**src/rtl/display_pkg.sv**
```systemverilog
// Shared display timing definitions: the 640x480p60 mode and a mode descriptor
// type for adding further video modes later.
package display_pkg;

  typedef struct packed {
    int   active;
    int   fp;
    int   sync;
    int   bp;
    logic pol;
  } timing_t;

  localparam int CORDW_DEFAULT = 10;

  localparam timing_t H_480P = '{active: 640, fp: 16, sync: 96, bp: 48, pol: 1'b0};
  localparam timing_t V_480P = '{active: 480, fp: 10, sync: 2,  bp: 33, pol: 1'b0};

endpackage

```
**src/rtl/display_timing_480p.sv**
```systemverilog
// Raster timing generator: pixel/line counters with registered sync, data-enable,
// line/frame strobes and a frame counter, all aligned to the shown coordinates.
module display_timing_480p
  import display_pkg::*;
#(
  parameter int   CORDW    = CORDW_DEFAULT,
  parameter int   H_ACTIVE = H_480P.active,
  parameter int   H_FP     = H_480P.fp,
  parameter int   H_SYNC   = H_480P.sync,
  parameter int   H_BP     = H_480P.bp,
  parameter int   V_ACTIVE = V_480P.active,
  parameter int   V_FP     = V_480P.fp,
  parameter int   V_SYNC   = V_480P.sync,
  parameter int   V_BP     = V_480P.bp,
  parameter logic H_POL    = H_480P.pol,
  parameter logic V_POL    = V_480P.pol,
  parameter int   FRAMEW   = 16
) (
  input  logic              clk_pix,
  input  logic              rst,
  output logic [CORDW-1:0]  sx,
  output logic [CORDW-1:0]  sy,
  output logic              hsync,
  output logic              vsync,
  output logic              de,
  output logic              line,
  output logic              frame,
  output logic [FRAMEW-1:0] frame_count
);

  localparam int H_TOTAL = H_ACTIVE + H_FP + H_SYNC + H_BP;
  localparam int V_TOTAL = V_ACTIVE + V_FP + V_SYNC + V_BP;

  if ((H_TOTAL - 1) >= (1 << CORDW) || (V_TOTAL - 1) >= (1 << CORDW)) begin : g_cordw_check
    $error("display_timing_480p: CORDW too narrow for H_TOTAL-1 / V_TOTAL-1");
  end

  localparam logic [CORDW-1:0] H_LAST   = CORDW'(H_TOTAL - 1);
  localparam logic [CORDW-1:0] V_LAST   = CORDW'(V_TOTAL - 1);
  localparam logic [CORDW-1:0] H_ACT_C  = CORDW'(H_ACTIVE);
  localparam logic [CORDW-1:0] V_ACT_C  = CORDW'(V_ACTIVE);
  localparam logic [CORDW-1:0] HS_START = CORDW'(H_ACTIVE + H_FP);
  localparam logic [CORDW-1:0] HS_END   = CORDW'(H_ACTIVE + H_FP + H_SYNC - 1);
  localparam logic [CORDW-1:0] VS_START = CORDW'(V_ACTIVE + V_FP);
  localparam logic [CORDW-1:0] VS_END   = CORDW'(V_ACTIVE + V_FP + V_SYNC - 1);

  logic [CORDW-1:0]  sx_reg, sy_reg, sx_next, sy_next;
  logic              hsync_reg, vsync_reg, de_reg, line_reg, frame_reg;
  logic [FRAMEW-1:0] frame_count_reg;
  logic              frame_next;

  // Every output is derived from the next coordinates so it lines up with sx/sy.
  always_comb begin
    sx_next = sx_reg + CORDW'(1);
    sy_next = sy_reg;
    if (sx_reg == H_LAST) begin
      sx_next = '0;
      sy_next = (sy_reg == V_LAST) ? '0 : sy_reg + CORDW'(1);
    end
    frame_next = (sx_next == '0) && (sy_next == '0);
  end

  always_ff @(posedge clk_pix) begin
    if (rst) begin
      sx_reg          <= H_LAST;
      sy_reg          <= V_LAST;
      hsync_reg       <= ~H_POL;
      vsync_reg       <= ~V_POL;
      de_reg          <= 1'b0;
      line_reg        <= 1'b0;
      frame_reg       <= 1'b0;
      frame_count_reg <= '0;
    end else begin
      sx_reg          <= sx_next;
      sy_reg          <= sy_next;
      hsync_reg       <= (sx_next >= HS_START && sx_next <= HS_END) ? H_POL : ~H_POL;
      vsync_reg       <= (sy_next >= VS_START && sy_next <= VS_END) ? V_POL : ~V_POL;
      de_reg          <= (sx_next < H_ACT_C) && (sy_next < V_ACT_C);
      line_reg        <= (sx_next == '0);
      frame_reg       <= frame_next;
      if (frame_next) frame_count_reg <= frame_count_reg + FRAMEW'(1);
    end
  end

  assign sx          = sx_reg;
  assign sy          = sy_reg;
  assign hsync       = hsync_reg;
  assign vsync       = vsync_reg;
  assign de          = de_reg;
  assign line        = line_reg;
  assign frame       = frame_reg;
  assign frame_count = frame_count_reg;

endmodule

```
**config.mk**
```make
export PLATFORM = sky130hd
export DESIGN_NAME = display_timing_480p
export DESIGN_NICKNAME = d
export VERILOG_FILES = /design/src/rtl/display_pkg.sv /design/src/rtl/display_timing_480p.sv
export SDC_FILE = /design/constraint.sdc
export NUM_CORES = 1
export LEC_CHECK = 0
export CAP_MARGIN = 10
export CELL_PAD_IN_SITES_DETAIL_PLACEMENT = 0
export CELL_PAD_IN_SITES_GLOBAL_PLACEMENT = 1
export CORE_UTILIZATION = 38
export DETAILED_ROUTE_END_ITERATION = 12
export GPL_TIMING_DRIVEN = 0
export PLACE_DENSITY = 0.78
export SYNTH_ARGS = -nofsm -noshare
export SYNTH_HDL_FRONTEND = slang
export SYNTH_SLANG_ARGS = --single-unit
```
**constraint.sdc**
```tcl
create_clock -name clk_pix -period 3 [get_ports clk_pix]
set_input_delay 0.75 -clock clk_pix [delete_from_list [all_inputs] [get_ports clk_pix]]
set_output_delay 0.75 -clock clk_pix [all_outputs]
set_load 0.005 [all_outputs]
```
==> results by group <==
GRT
  • Largest net degree at the start of global routing: 13
  • Initial antenna violation count: 0
  • First-pass GRT wire length: 9920 µm
  • Vias in the first global route: 2035
  • GRT Total Usage: 19.4%
  • Gr ovfl total: 0

STA
  • Unrepaired setup endpoints after global routing: false
  • TNS Setup: 0 ps
  • Maximum achievable frequency: 353 MHz
  • Final period utilization: 94.5%
  • Max-slew violation count: 0
  • Rel. slew slack: 62.8%
  • Setup violators final: 0
  • Fin. Hold Viols: 0
  • Clock skew: 5.42 ps
  • Slew @ Worst Pin: 558 ps
  • Minimum clock period after layout: 2830 ps

Floorplanning
  • Row cnt: 28
  • Die Ht: 81.1 µm
  • Starting density of the core: 39.7%
  • Die X: 81.1 µm
  • CORE AREA: 5990 µm²
  • IO Count: 43
  • Die area: 6570 µm²

Clock tree
  • Clk slew on worst S/H paths: 80 ps
  • CTS tree: done
  • Clock Sinks: 41
  • Num CTS Buffers: 5
  • Hold buffer count at cts: 0
  • H-tree depth: 2
  • Clk Latency, worst-skew pair: 290 ps
  • Clk buf depth: 2
  • CTS root buf: clkbuf_8

Routing
  • Wire length per cell: 14.3 µm
  • Post-route ant nets: 0
  • Met1 WL: 2960 µm
  • Drt initial violations: 116
  • Vias post-DR: 2324
  • Top Metal Used: met4
  • DR DRC count: 0
  • Drt pass-1 iters: 4
  • Final wirelength: 6090 µm
  • Vias/cell: 5.46
  • Met2 WL: 2820 µm
  • Routed length on met3: 261 µm

Synth
  • Syn Inst Count: 300
  • Primary FF master, synth: dfxtp_1
  • Netlist Area Pre-Place: 2380 µm²
  • Async S/R FF share, synth: 0%
  • Post-synth cell types: 54
  • Number of synthesized flops with an enable pin: 0
  • Synthesized flop and latch total: 41
  • Synth warn: 0
  • Register area share after synthesis: 34.5%
  • Avg Inst Size Synth: 7.92 µm²
  • Net Count, Synth: 307

Flow run
  • MaxCap Viol Count: 0

Cells and area
  • Diodes inserted: 0
  • Final cell utilization of the core: 51.5%
  • Max reg flops: 16
  • # nets final: 357
  • FF+latch area: 826 µm²
  • Synth-to-layout area growth: 29.8%
  • Area of the multi-input gates: 1470 µm²
  • Most frequent cells in the layout: clkdlybuf4s50_1, dfxtp_1, nor2_1
  • Final non-filler cell total: 426
  • Most common cell after layout, fill and taps aside: clkdlybuf4s50_1
  • Share of layout cells above drive strength 1: 11.7%
  • Fill count: 586

Worst setup path
  • Cell family with most CP delay: simple AND/OR/NAND/NOR gates
  • Buf+Inv Stages, Crit Path: 3
  • Critical Path AT: 3050 ps
  • Kind of critical path: flop to flop
  • Req. time, crit path: 3220 ps
  • Slowest stage cell, crit path: dfxtp_2
  • Worst Setup End Kind: flop
  • Max FO, Critical Path: 10
  • CP peak stage delay: 350 ps
  • CP cell instances: ha_1 -> and4_1 -> buf_2 -> and3_2 -> clkbuf_4 -> a22oi_1 -> and4bb_4 -> nand4_4 -> buf_6 -> or3_1 -> a21oi_1
  • Setup crit start kind: flop

Placement
  • Buffers on Ports: 42
  • GP Congestion: 0.802
  • DP HPWL: 4310 µm
  • Cell total after placement: 417

Power
  • Leak pwr: 1.10 nW
  • VDD IR max: 0.486 mV
  • Power per cell area: 737 nW/µm²

Status
  • Status: completed

Hold path
  • Kind of path behind the tightest hold check: flop to flop
-- per-stage QoR --
step / setup slack [ps] / area [µm²] / hold WS [ps] / power, mW
6_report: 166 / 3080 / 485 / 2.27
5_1_grt: 11.7 / 3080 / 521 / 2.44
4_1_cts: 44.1 / 3020 / 487 / 2.25
3_5_place_dp: -126 / 2890 / 476 / 1.77
3_3_place_gp: -121 / 2890 / 471 / 1.76
2_1_floorplan: 434 / 2380 / 469 / 1.43
-- final timing paths --
kind | start | slack, ps | cells past startpoint | to
hold reg to reg | frame_count[10]$_SDFFE_PP0P_ | 480 | 2 | frame_count[10]$_SDFFE_PP0P_
setup reg to reg | sx[0]$_SDFF_PP1_ | 170 | 11 | frame_count[11]$_SDFFE_PP0P_
setup / recovery | sx[0]$_SDFF_PP1_ | 170 | 11 | frame_count[11]$_SDFFE_PP0P_
hold / removal | frame_count[10]$_SDFFE_PP0P_ | 480 | 2 | frame_count[10]$_SDFFE_PP0P_
-- synth_stat cells, types with 2 or more instances --
cell type,instances,area (µm²)
dfxtp_1,41,821
nor2_1,28,105
nand2_1,26,97.6
a21oi_1,21,105
o21ai_0,17,85.1
nand3_1,13,65.1
nand4_1,13,81.3
nor3_1,12,60.1
inv_1,11,41.3
clkbuf_1,10,37.5
or3_1,10,62.6
xnor2_1,10,87.6
buf_2,7,35.0
a21o_1,6,45.0
and3_1,5,31.3
ha_1,5,62.6
or2_2,5,31.3
and2_1,4,25.0
and4_1,4,35.0
xor2_1,4,35.0
a31oi_1,3,18.8
nor4_1,3,18.8
a211o_1,2,17.5
a211oi_1,2,15.0
a22oi_1,2,15.0
and3b_1,2,17.5
buf_6,2,22.5
nand3_2,2,20.0
nor4bb_1,2,20.0
o21bai_1,2,15.0
o22ai_1,2,12.5
o31ai_1,2,15.0
-- report_power, final --
part	total (mW)	switching (mW)	internal, mW
combinational	1.08	0.578	0.498
sequential	0.731	0.112	0.620
clock	0.464	0.192	0.272
-- cells by family after synthesis --
group,Yosys count,share of synthesized area (%)
fa+ha+maj,5,2.63
flops,41,34.5
simple gates,139,32.9
compound gates,69,18.3
mux,1,0.421
buf+inv,31,6.06
xor+xnor,14,5.16
-- layout make-up --
class	count	area share (%)
plain buffers	18	3.17
clock inverters	1	0.974
inverters	11	1.34
multi-input cells	228	47.5
well taps	75	3.04
flip-flops and latches	41	26.8
repair buffers	45	14.4
clock buffers	7	2.80
-- layer usage --
layer | up-vias | GRT usage, %
met1 | 1083 | 27.2
met3 | 4 | 3.60
met2 | 54 | 30.3
met5 | - | 0
li1 | 1183 | -
met4 | 0 | 5.18
-- tightest hold or removal path, cell delays in order, from the launching register on --
cell and delay [ps]:
dfxtp_1 330, nand2_1 60, a21oi_1 50
-- what timing repair did --
item                       CTS  global route
pin swaps                    0             2
gates resized for setup      4            11
setup endpoints to repair    9            10
setup buffers                0             3
cloned                       0             0
Note: power is estimated with default switching activity, not from simulation.
